===== src/rtl/instruction_fetch_unit_pkg.sv =====
// Shared definitions for the fetch stage and its neighbours.
// NOP_OPCODE / NOP_WORD are also used by the decoder to recognise bubbles.
package instruction_fetch_unit_pkg;

  localparam logic [5:0]  NOP_OPCODE      = 6'b111111;
  localparam logic [31:0] NOP_WORD        = {26'd0, NOP_OPCODE};
  localparam int          PC_STEP_DEFAULT = 4;

  typedef enum logic [1:0] {
    S_RESET = 2'd0,
    S_FETCH = 2'd1,
    S_HOLD  = 2'd2
  } fetch_state_t;

endpackage


===== src/rtl/instruction_fetch_unit_if.sv =====
// Instruction memory read bus between the fetch unit (master) and the
// instruction memory (slave).
//
// Handshake: the master raises Mem_Req with Mem_Addr and holds both stable
// until a cycle in which Mem_Ready=1; that cycle completes the transfer and
// Mem_Rdata is valid in it. Mem_Ready while Mem_Req=0 carries no meaning and
// is ignored by the master.
//
// Signals:
//   Mem_Req   master->slave  read request
//   Mem_Addr  master->slave  byte address of the word
//   Mem_Ready slave->master  completes the handshake
//   Mem_Rdata slave->master  32-bit instruction word
interface instruction_fetch_unit_if #(
  parameter int ADDR_WIDTH = 32
);
  logic                  Mem_Req;
  logic [ADDR_WIDTH-1:0] Mem_Addr;
  logic                  Mem_Ready;
  logic [31:0]           Mem_Rdata;

  modport master (
    output Mem_Req,
    output Mem_Addr,
    input  Mem_Ready,
    input  Mem_Rdata
  );

  modport slave (
    input  Mem_Req,
    input  Mem_Addr,
    output Mem_Ready,
    output Mem_Rdata
  );
endinterface


===== src/rtl/instruction_fetch_unit_fetch_skid_buffer.sv =====
// One-entry skid register holding a fetched word and its PC while the
// decoder is stalled.
// Ports:
//   clk, rst_n         clock, synchronous active-low reset
//   load, clear        capture data/addr, or drop the held entry
//   data, addr         word and PC to capture
//   held_word, held_pc held entry
//   full               an entry is held
module fetch_skid_buffer
  import instruction_fetch_unit_pkg::*;
#(
  parameter int ADDR_WIDTH = 32
) (
  input  logic                  clk,
  input  logic                  rst_n,
  input  logic                  load,
  input  logic                  clear,
  input  logic [31:0]           data,
  input  logic [ADDR_WIDTH-1:0] addr,
  output logic [31:0]           held_word,
  output logic [ADDR_WIDTH-1:0] held_pc,
  output logic                  full
);

  always_ff @(posedge clk) begin
    if (!rst_n) begin
      held_word <= NOP_WORD;
      held_pc   <= '0;
      full      <= 1'b0;
    end else if (load) begin
      held_word <= data;
      held_pc   <= addr;
      full      <= 1'b1;
    end else if (clear) begin
      held_word <= NOP_WORD;
      full      <= 1'b0;
    end
  end

endmodule


===== src/rtl/instruction_fetch_unit.sv =====
// Fetch stage: owns the PC, reads instruction memory through the mem bus and
// presents one word per cycle to the decoder. A one-entry skid absorbs a word
// that returns while the decoder is stalled; branches redirect the PC, and a
// branch arriving mid-handshake is remembered (squash) until the outstanding
// read completes, whose data is then thrown away.
// Ports:
//   Clock, Reset_N      clock, synchronous active-low reset
//   Stall               decoder cannot take a new word
//   Branch_Taken/Target one-cycle redirect; target bits [1:0] ignored
//   mem                 instruction memory bus (master side)
//   Instruction         word to decoder, NOP_WORD when not valid
//   Instruction_Valid   Instruction is a real fetched word
//   PC_Out              address of the word on Instruction
//   Fetch_Busy          memory read outstanding
//   Fetch_State         current FSM state (debug)
module instruction_fetch_unit
  import instruction_fetch_unit_pkg::*;
#(
  parameter int                    ADDR_WIDTH = 32,
  parameter logic [ADDR_WIDTH-1:0] RESET_PC   = '0,
  parameter int                    PC_STEP    = PC_STEP_DEFAULT
) (
  input  logic                      Clock,
  input  logic                      Reset_N,
  input  logic                      Stall,
  input  logic                      Branch_Taken,
  input  logic [ADDR_WIDTH-1:0]     Branch_Target,
  instruction_fetch_unit_if.master  mem,
  output logic [31:0]               Instruction,
  output logic                      Instruction_Valid,
  output logic [ADDR_WIDTH-1:0]     PC_Out,
  output logic                      Fetch_Busy,
  output fetch_state_t              Fetch_State
);

  localparam logic [ADDR_WIDTH-1:0] STEP       = ADDR_WIDTH'(PC_STEP);
  localparam logic [ADDR_WIDTH-1:0] ALIGN_MASK = {{(ADDR_WIDTH-2){1'b1}}, 2'b00};

  fetch_state_t          state;
  logic [ADDR_WIDTH-1:0] pc;
  logic                  squash;
  logic [ADDR_WIDTH-1:0] squash_target;
  logic [ADDR_WIDTH-1:0] target;

  logic                  skid_load;
  logic                  skid_clear;
  logic [31:0]           skid_word;
  logic [ADDR_WIDTH-1:0] skid_pc;
  logic                  skid_full;

  assign target = Branch_Target & ALIGN_MASK;

  // Request is a pure decode of the registered state, so Mem_Addr (= pc)
  // cannot move until the state machine sees Mem_Ready.
  assign mem.Mem_Req  = (state == S_FETCH);
  assign mem.Mem_Addr = pc;
  assign Fetch_Busy   = (state == S_FETCH);
  assign Fetch_State  = state;

  always_comb begin
    skid_load  = 1'b0;
    skid_clear = 1'b0;
    if (state == S_FETCH && mem.Mem_Ready && !Branch_Taken && !squash && Stall)
      skid_load = 1'b1;
    if (state == S_HOLD && (Branch_Taken || !Stall))
      skid_clear = 1'b1;
  end

  fetch_skid_buffer #(
    .ADDR_WIDTH (ADDR_WIDTH)
  ) u_skid (
    .clk       (Clock),
    .rst_n     (Reset_N),
    .load      (skid_load),
    .clear     (skid_clear),
    .data      (mem.Mem_Rdata),
    .addr      (pc),
    .held_word (skid_word),
    .held_pc   (skid_pc),
    .full      (skid_full)
  );

  always_ff @(posedge Clock) begin
    if (!Reset_N) begin
      state             <= S_RESET;
      pc                <= RESET_PC;
      squash            <= 1'b0;
      squash_target     <= RESET_PC;
      Instruction       <= NOP_WORD;
      Instruction_Valid <= 1'b0;
      PC_Out            <= RESET_PC;
    end else begin
      case (state)
        S_RESET: state <= S_FETCH;

        S_FETCH: begin
          if (Branch_Taken) begin
            Instruction       <= NOP_WORD;
            Instruction_Valid <= 1'b0;
            if (mem.Mem_Ready) begin
              pc     <= target;
              squash <= 1'b0;
            end else begin
              // Address must stay put until the read completes.
              squash        <= 1'b1;
              squash_target <= target;
            end
          end else if (mem.Mem_Ready) begin
            if (squash) begin
              // Stale data from before the redirect.
              squash <= 1'b0;
              pc     <= squash_target;
              if (!Stall) begin
                Instruction       <= NOP_WORD;
                Instruction_Valid <= 1'b0;
              end
            end else if (Stall) begin
              state <= S_HOLD;
            end else begin
              Instruction       <= mem.Mem_Rdata;
              Instruction_Valid <= 1'b1;
              PC_Out            <= pc;
              pc                <= pc + STEP;
            end
          end else if (!Stall) begin
            // Decoder consumed the previous word and nothing new arrived.
            Instruction       <= NOP_WORD;
            Instruction_Valid <= 1'b0;
          end
        end

        S_HOLD: begin
          if (Branch_Taken) begin
            pc                <= target;
            Instruction       <= NOP_WORD;
            Instruction_Valid <= 1'b0;
            state             <= S_FETCH;
          end else if (!Stall) begin
            if (skid_full) begin
              Instruction       <= skid_word;
              PC_Out            <= skid_pc;
              Instruction_Valid <= 1'b1;
              pc                <= pc + STEP;
            end else begin
              Instruction       <= NOP_WORD;
              Instruction_Valid <= 1'b0;
            end
            state <= S_FETCH;
          end
        end

        default: state <= S_RESET;
      endcase
    end
  end

endmodule


===== src/flat_wrapper.sv =====
// flat-port wrapper written by rule: the top's interface ports become plain ports
module instruction_fetch_unit_flat import instruction_fetch_unit_pkg::*;
#(
  parameter int                    ADDR_WIDTH = 32,
  parameter logic [ADDR_WIDTH-1:0] RESET_PC   = '0,
  parameter int                    PC_STEP    = PC_STEP_DEFAULT
)
  (Clock, Reset_N, Stall, Branch_Taken, Branch_Target, Instruction, Instruction_Valid, PC_Out, Fetch_Busy, Fetch_State, mem_Mem_Req, mem_Mem_Addr, mem_Mem_Ready, mem_Mem_Rdata);
  instruction_fetch_unit_if #(.ADDR_WIDTH(ADDR_WIDTH)) mem_i ();
  input  logic Clock;
  input  logic Reset_N;
  input  logic Stall;
  input  logic Branch_Taken;
  input  logic [ADDR_WIDTH-1:0] Branch_Target;
  output logic [31:0] Instruction;
  output logic Instruction_Valid;
  output logic [ADDR_WIDTH-1:0] PC_Out;
  output logic Fetch_Busy;
  output fetch_state_t Fetch_State;
  output wire logic [$bits(mem_i.Mem_Req)-1:0] mem_Mem_Req;
  output wire logic [$bits(mem_i.Mem_Addr)-1:0] mem_Mem_Addr;
  input wire logic [$bits(mem_i.Mem_Ready)-1:0] mem_Mem_Ready;
  input wire logic [$bits(mem_i.Mem_Rdata)-1:0] mem_Mem_Rdata;
  assign mem_Mem_Req = mem_i.Mem_Req;
  assign mem_Mem_Addr = mem_i.Mem_Addr;
  assign mem_i.Mem_Ready = mem_Mem_Ready;
  assign mem_i.Mem_Rdata = mem_Mem_Rdata;
  instruction_fetch_unit #(.ADDR_WIDTH(ADDR_WIDTH), .RESET_PC(RESET_PC), .PC_STEP(PC_STEP)) u_core (.Clock(Clock), .Reset_N(Reset_N), .Stall(Stall), .Branch_Taken(Branch_Taken), .Branch_Target(Branch_Target), .mem(mem_i), .Instruction(Instruction), .Instruction_Valid(Instruction_Valid), .PC_Out(PC_Out), .Fetch_Busy(Fetch_Busy), .Fetch_State(Fetch_State));
endmodule

===== config.mk =====
export PLATFORM = sky130hd
export DESIGN_NAME = instruction_fetch_unit_flat
export DESIGN_NICKNAME = d
export VERILOG_FILES = /design/src/rtl/instruction_fetch_unit_pkg.sv /design/src/rtl/instruction_fetch_unit_if.sv /design/src/rtl/instruction_fetch_unit_fetch_skid_buffer.sv /design/src/rtl/instruction_fetch_unit.sv /design/src/flat_wrapper.sv
export SDC_FILE = /design/constraint.sdc
export NUM_CORES = 1
export LEC_CHECK = 0
export BUFFER_PORTS_ARGS = -buffer_cell sky130_fd_sc_hd__buf_2
export CORE_AREA = 4 4 129 131
export CTS_CLUSTER_SIZE = 40
export DETAILED_ROUTE_END_ITERATION = 8
export DIE_AREA = 0 0 133 135
export GPL_TIMING_DRIVEN = 0
export PLACE_DENSITY = 0.79
export SETUP_SLACK_MARGIN = 0.05
export SLEW_MARGIN = 20
export SYNTH_ARGS = -nofsm -noshare
export SYNTH_HDL_FRONTEND = slang
export SYNTH_SLANG_ARGS = --single-unit

===== constraint.sdc =====
create_clock -name Clock -period 4.1 [get_ports Clock]
set_input_delay 0.205 -clock Clock [delete_from_list [all_inputs] [get_ports Clock]]
set_output_delay 0.205 -clock Clock [all_outputs]
set_load 0.02 [all_outputs]

==> summary.txt, run 1 <==
Timing
  – Final Hold Fails: 0
  – Final setup fails: 0
  – RSZ-0062 raised after global routing: false
  – Clock skew: 12.5 ps
  – Final setup TNS: 0 ps
  – Final Critical Period: 2840 ps
  – Fmax: 352 MHz
  – Max-slew violations: 0
  – Fin crit share: 0.693
  – Slew Limit Headroom: 0.276
  – Worst-margin pin slew: 1080 ps

Global routing
  – Initial antenna violation count: 3
  – Largest net degree at the start of global routing: 17
  – Total global routing overflow: 0
  – Vias in the first global route: 8231
  – Global-route wire length before repair: 43300 um
  – Total track usage: 0.304

Setup path
  – Crit path arrival time: 3130 ps
  – Reg2reg setup slack: 1260 ps
  – Critical Path Source Type: flip-flop
  – Worst path required time: 4380 ps
  – Max FO, Critical Path: 10
  – Origin of the critical flop-to-flop path: u_core.Fetch_State[1]
  – Worst reg2reg path depth: 6
  – Crit end category: flip-flop
  – Critical path type: reg -> reg
  – RR Endpoint: u_core.PC_Out[30]

Layout
  – P&R area growth vs syn: 20.3%
  – Nets: 1333
  – Most common cell after layout, fill and taps aside: nand2_1
  – Fillers: 1400
  – Share of post-route cells with drive strength above 1: 0.172
  – Commonest non-fill, non-tap cells in the layout: nand2_1 (257), dfxtp_1 (189), buf_2 (173), a21oi_1 (97), clkbuf_1 (82)
  – Util after Layout: 0.650

Route
  – Pre-antenna DRT Iters: 7
  – Antenna-violating nets left: 0
  – Residual DRC count: 0
  – Initial DRC count: 866
  – Drt wl/cell: 18.6 um
  – Final wirelength: 27700 um
  – Vias: 8816
  – Via-per-instance ratio: 5.90

Min path
  – Hold WC Path Type: in -> reg
  – Hold Crit Depth: 3
  – Hold Startpoint: Branch_Target[9]
  – Worst hold endpoint: u_core.squash_target[9]

Synth
  – Avg Inst Size Synth: 7.82 um^2
  – Netlist cell types: 62
  – Synth warnings: 0
  – Synthesized flop and latch total: 189
  – Sequential cell area fraction in the yosys report: 0.449
  – Primary FF master, synth: dfxtp_1
  – Post-synth EDFFs: 0
  – Post-synthesis async set-or-reset flop share: 0
  – Mapped Area: 0.00843 mm^2
  – Cell count after synthesis: 1078

Clock tree
  – CTS Sinks: 189
  – Clock buffer count from CTS: 17
  – Max clock buf depth: 2
  – CTS Root Buffer Type: clkbuf_16
  – H-tree lvl count: 4
  – Post-cts sizing count: 0
  – TritonCTS clock tree: yes
  – Clk_lat worst skew: 450 ps
  – Clock transition at path regs: 80 ps

Pwr
  – Seq pwr share: 0.467
  – Leak Pwr: 3.81 nW
  – Combinational Power Share: 0.120
  – Sw frac: 0.271
  – Int Pwr: 0.00304 W
  – Switch Pwr: 0.00113 W
  – Pwr Density: 411 mW/mm^2
  – Total Power: 0.00417 W
  – Clock power frac: 0.413
  – VDD IR-drop max: 0.000327 V

Die
  – Core area: 0.0156 mm^2
  – Die area: 0.0180 mm^2
  – Die H: 135 um
  – Die width: 133 um
  – Initial core utilization: 0.541
  – Ports: 170
  – Row count: 46

Flow run
  – Maximum capacitance violations: 0

Outcome
  – Status: completed

Place
  – Port bufs: 162
  – GPL Wtd Cong: 0.977
  – Post-DP HPWL: 19700 um
what timing repair did:
action                                 CTS  global route
endpoints found under the hold margin    1             0
hold buffers                             1             0
buffers inserted                         0             0
stage by stage:
stage	hold slack, ps	std cells	worst slack [ps]	area (um^2)
2_1_floorplan	341	1081	1760	8440
3_3_place_gp	438	1459	1270	9520
3_5_place_dp	444	1459	1310	9520
4_1_cts	6.00	1492	1310	10100
5_1_grt	12.4	1492	1120	10100
6_report	11.2	1493	1260	10100
Yosys cell counts, types with 4 or more instances:
cell,n,share of area
nand2_1,257,0.11
dfxtp_1,189,0.45
a21oi_1,97,0.058
clkbuf_1,81,0.036
nor2_1,81,0.036
a22oi_1,53,0.047
o21ai_0,41,0.024
a311oi_1,37,0.038
and2_1,33,0.024
nand3_1,19,0.011
o22ai_1,14,0.010
buf_2,11,0.0065
nor3_1,10,0.0059
nand4_1,9,0.0067
o211ai_1,9,0.0080
inv_1,8,0.0036
nor4_1,8,0.0059
a211oi_1,7,0.0062
o21a_1,7,0.0062
and3_1,6,0.0045
o22a_1,6,0.0062
and4_1,5,0.0052
buf_4,5,0.0045
nor2b_1,5,0.0037
xnor2_1,5,0.0052
a211o_1,4,0.0042
a221oi_1,4,0.0042
mux2i_1,4,0.0047
o221ai_1,4,0.0042
o31ai_1,4,0.0036
xor2_1,4,0.0042
cell families after synthesis:
| logic type | share of synthesized area |
|---|---|
| DFF | 0.449 |
| adders and majority gates | 0.00148 |
| buffers and inverters | 0.0534 |
| xor gates and xnor gates | 0.00935 |
| AOI/OAI and AO/OA | 0.251 |
| other | 0.000445 |
| muxes | 0.00475 |
| and+or+nand+nor | 0.231 |
worst max-delay path by stage:
stage / endpoint / slack (ps) / startpoint / depth (start not counted)
CTS: u_core.PC_Out[30] / 1310 / u_core.Fetch_State[1] / 6
global placement: u_core.mem.Mem_Addr[25] / 1270 / Branch_Taken / 8
floorplan: u_core.mem.Mem_Addr[26] / 1760 / u_core.mem.Mem_Addr[2] / 6
finish: u_core.PC_Out[30] / 1260 / u_core.Fetch_State[1] / 6
detailed placement: u_core.mem.Mem_Addr[13] / 1310 / Branch_Taken / 8
global route: u_core.PC_Out[14] / 1120 / u_core.Fetch_State[1] / 6
area by class of cell:
cell class	instances	area, um^2	share of cell area
flip-flops and latches	189	3780	0.373
repair buffers	163	821	0.0809
diodes	1	2.50	0.000247
clock buffers	19	443	0.0437
inverters	10	37.5	0.00370
plain buffers	101	413	0.0407
multi-input cells	781	4210	0.415
clock inverters	13	165	0.0163
well taps	216	270	0.0266
worst max-delay path: stages (launching register included):
cell and delay, ps:
dfxtp_1 470, nor2b_1 160, buf_2 170, nand3_1 250, a221oi_2 950, clkbuf_1 500, a311oi_1 190
power by group through the flow:
stage / Clock, W / Sequential [W] / Combinational, W
2_1_floorplan: 0 / 0.00202 / 0.000259
3_3_place_gp: 0 / 0.00198 / 0.000483
3_5_place_dp: 0 / 0.00198 / 0.000489
4_1_cts: 0.00173 / 0.00194 / 0.000492
5_1_grt: 0.00180 / 0.00195 / 0.000541
6_report: 0.00172 / 0.00194 / 0.000502
sequential cells by signal (all words and copies together), names as in the netlist:
register                  cells
u_core.Instruction           32
u_core.u_skid.held_word      32
u_core.PC_Out                30
u_core.mem.Mem_Addr          30
u_core.squash_target         30
u_core.u_skid.held_pc        30
u_core.Fetch_State            2
u_core.Instruction_Valid      1
u_core.squash                 1
u_core.u_skid.full            1
routing by layer:
metal | up-vias | wire, um | global-route usage
met5 | - | 28 | 0
met4 | 6 | 1050 | 0.150
met3 | 96 | 3290 | 0.0965
met2 | 483 | 12700 | 0.488
met1 | 4055 | 10700 | 0.371
li1 | 4176 | - | -
Note: power is estimated with default switching activity, not from simulation.
==> run 2: changes to the inputs <==
Clock period 4.1 ns to 2.9 ns, I/O delays scaled along.
==> summary.txt, run 2 (synthesis gave the netlist of run 1 again) <==
Outcome
  – Status: completed

Pwr
  – VDD IR-drop max: 0.000460 V (+41%)
  – Switch Pwr: 0.00162 W (+43%)
  – Seq pwr share: 0.461 (-0.006)
  – Sw frac: 0.271 (-0.000498)
  – Clock power frac: 0.408 (-0.005)
  – Combinational Power Share: 0.131 (+0.011)
  – Pwr Density: 553 mW/mm^2 (+35%)
  – Int Pwr: 0.00435 W (+43%)
  – Leak Pwr: 4.07 nW (+6.9%)

Clock tree
  – Max clock buf depth: 2 (unchanged)
  – H-tree lvl count: 4 (unchanged)
  – CTS Sinks: 189 (unchanged)
  – Clock buffer count from CTS: 17 (unchanged)
  – Clock transition at path regs: 70 ps (about the same)
  – Clk_lat worst skew: 440 ps (about the same)
  – TritonCTS clock tree: yes
  – CTS Root Buffer Type: clkbuf_16

Place
  – Placed cell count: 1459 (unchanged)
  – Port bufs: 162 (unchanged)
  – Post-DP HPWL: 19700 um (unchanged)
  – GPL Wtd Cong: 0.977 (unchanged)

Die
  – Die H: 135 um (unchanged)
  – Die area: 0.0180 mm^2 (unchanged)
  – Initial core utilization: 0.541 (unchanged)
  – Row count: 46 (unchanged)
  – Core area: 0.0156 mm^2 (unchanged)
  – Die width: 133 um (unchanged)
  – Ports: 170 (unchanged)

Min path
  – Hold WC Path Type: in -> reg

Setup path
  – CP endpoint: u_core.mem.Mem_Addr[11]
  – Logic depth of the worst path, buffers included: 7 (+1)
  – Crit. Startpoint: u_core.Fetch_State[1]
  – Max FO, Critical Path: 10 (unchanged)
  – Worst reg2reg path depth: 7 (+1)
  – Crit end category: flip-flop
  – Worst path top cell family by delay: buffers and inverters
  – Crit path arrival time: 3060 ps (-70 ps)
  – RR Endpoint: u_core.mem.Mem_Addr[11]
  – Origin of the critical flop-to-flop path: u_core.Fetch_State[1]
  – Critical Path Source Type: flip-flop
  – Reg2reg setup slack: 210 ps (-1050 ps)
  – Worst path required time: 3270 ps (-1110 ps)
  – Critical-path top delay cell: clkbuf_1
  – Critical path type: reg -> reg
  – Worst path bufs/invs: 2 (unchanged)
  – Crit-path cells: nor2b_1, buf_2, o21ai_1, nand2_1, clkbuf_1, o221ai_1, a21oi_1
  – Largest stage delay, worst path: 590 ps (-360 ps)

Route
  – Pre-antenna DRT Iters: 8 (+1)
  – Antenna-violating nets left: 0 (unchanged)
  – Initial DRC count: 849 (-2.0%)
  – Drt wl/cell: 18.6 um (about the same)
  – Via-per-instance ratio: 5.92 (+0.22%)
  – Final wirelength: 28800 um (+4.0%)
  – Vias: 9185 (+4.2%)
  – Residual DRC count: 0 (unchanged)

Global routing
  – Total global routing overflow: 0 (unchanged)
  – Vias in the first global route: 8734 (+6.1%)
  – Total track usage: 0.318 (+0.0137)
  – Global-route wire length before repair: 45300 um (+4.7%)
  – Largest net degree at the start of global routing: 17 (unchanged)
  – Initial antenna violation count: 0 (-3)

Timing
  – Final setup TNS: 0 ps (unchanged)
  – Max-slew violations: 0 (unchanged)
  – Worst-margin pin slew: 901 ps (-175 ps)
  – Fin crit share: 0.929 (+0.235)
  – Clock skew: 10.6 ps (-1.91 ps)
  – Final Critical Period: 2690 ps (-150 ps)
  – Fmax: 371 MHz (+5.6%)
  – Slew Limit Headroom: 0.400 (+0.123)
  – Final Hold Fails: 0 (unchanged)
  – Final setup fails: 0 (unchanged)
  – RSZ-0062 raised after global routing: false

Flow run
  – Maximum capacitance violations: 0 (unchanged)

Layout
  – Commonest non-fill, non-tap cells in the layout: nand2_1 (257), dfxtp_1 (189), buf_2 (173), a21oi_1 (97), clkbuf_1 (81)
  – Nets: 1393 (+4.5%)
  – Biggest regs: u_core.Instruction: 32 flops, u_core.u_skid.held_word: 32 flops
  – Share of post-route cells with drive strength above 1: 0.168 (-0.00397)
  – Diodes inserted: 0 (-1)
  – P&R area growth vs syn: 27.8%
  – Most common cell after layout, fill and taps aside: nand2_1
  – Fin cells: 1552 (+4.0%)
## run 2: cell types whose count changed in the layout (fill, tap and decap cells not counted), sizes merged
cell         delta
dlygate4sd3    +60
clkbuf          +1
buf             -1
diode           -1
## run 2: cell type report
type,instances,area (um^2)
flip-flops and latches,189,3780
clock inverters,13,165
repair buffers,223,1420
inverters,10,37.5
well taps,216,270
multi-input cells,781,4230
fillers,1282,4830
clock buffers,19,443
plain buffers,101,415
## run 2: worst min-delay path by stage
stage	depth (start not counted)	start	slack (ps)	endpoint
3_3_place_gp	3	mem_Mem_Rdata[2]	390	u_core.u_skid.held_word[2]
5_1_grt	3	mem_Mem_Rdata[31]	50	u_core.u_skid.held_word[31]
2_1_floorplan	2	Branch_Target[24]	280	u_core.squash_target[24]
6_report	3	mem_Mem_Rdata[31]	30	u_core.u_skid.held_word[31]
3_5_place_dp	3	mem_Mem_Rdata[2]	400	u_core.u_skid.held_word[2]
4_1_cts	3	mem_Mem_Rdata[31]	30	u_core.u_skid.held_word[31]
## run 2: power groups by stage
stage	Sequential [W]	Clock, W	Combinational (W)
global placement	0.00280	0	0.000683
detailed placement	0.00280	0	0.000691
global route	0.00276	0.00256	0.000841
finish	0.00275	0.00243	0.000781
CTS	0.00275	0.00244	0.000758
floorplan	0.00286	0	0.000367
## run 2: metal layers
| layer | wire length [um] | vias to the layer above | GRT usage | share of wire |
|---|---|---|---|---|
| met3 | 3170 | 87 | 0.0853 | 0.11 |
| met4 | 1090 | 0 | 0.155 | 0.038 |
| met1 | 11100 | 4254 | 0.388 | 0.39 |
| li1 | - | 4308 | - | - |
| met5 | 0 | - | 0 | 0 |
| met2 | 13400 | 536 | 0.522 | 0.47 |
## run 2: repair_timing
item                                    in CTS  in global routing
endpoints found under the hold margin       64                  0
hold buffers                                61                  0
resized for setup                            0                  7
endpoints found under the setup margin       0                 47
buffers inserted                             0                  0
## run 2: through the flow
stage / util / area (um^2) / hold WS, ps / power [W] / worst slack (ps)
floorplan: - / 8440 / 281 / 0.00322 / 558
global placement: 0.611 / 9520 / 395 / 0.00349 / 129
detailed placement: 0.611 / 9520 / 403 / 0.00350 / 119
CTS: 0.689 / 10700 / 25.7 / 0.00594 / 107
global route: 0.691 / 10800 / 45.5 / 0.00615 / 54.7
finish: 0.691 / 10800 / 30.3 / 0.00596 / 207
## run 2: tightest hold or removal path, stage by stage
cell and delay, ps:
buf_2 90, a22oi_1 80, nor2_1 110
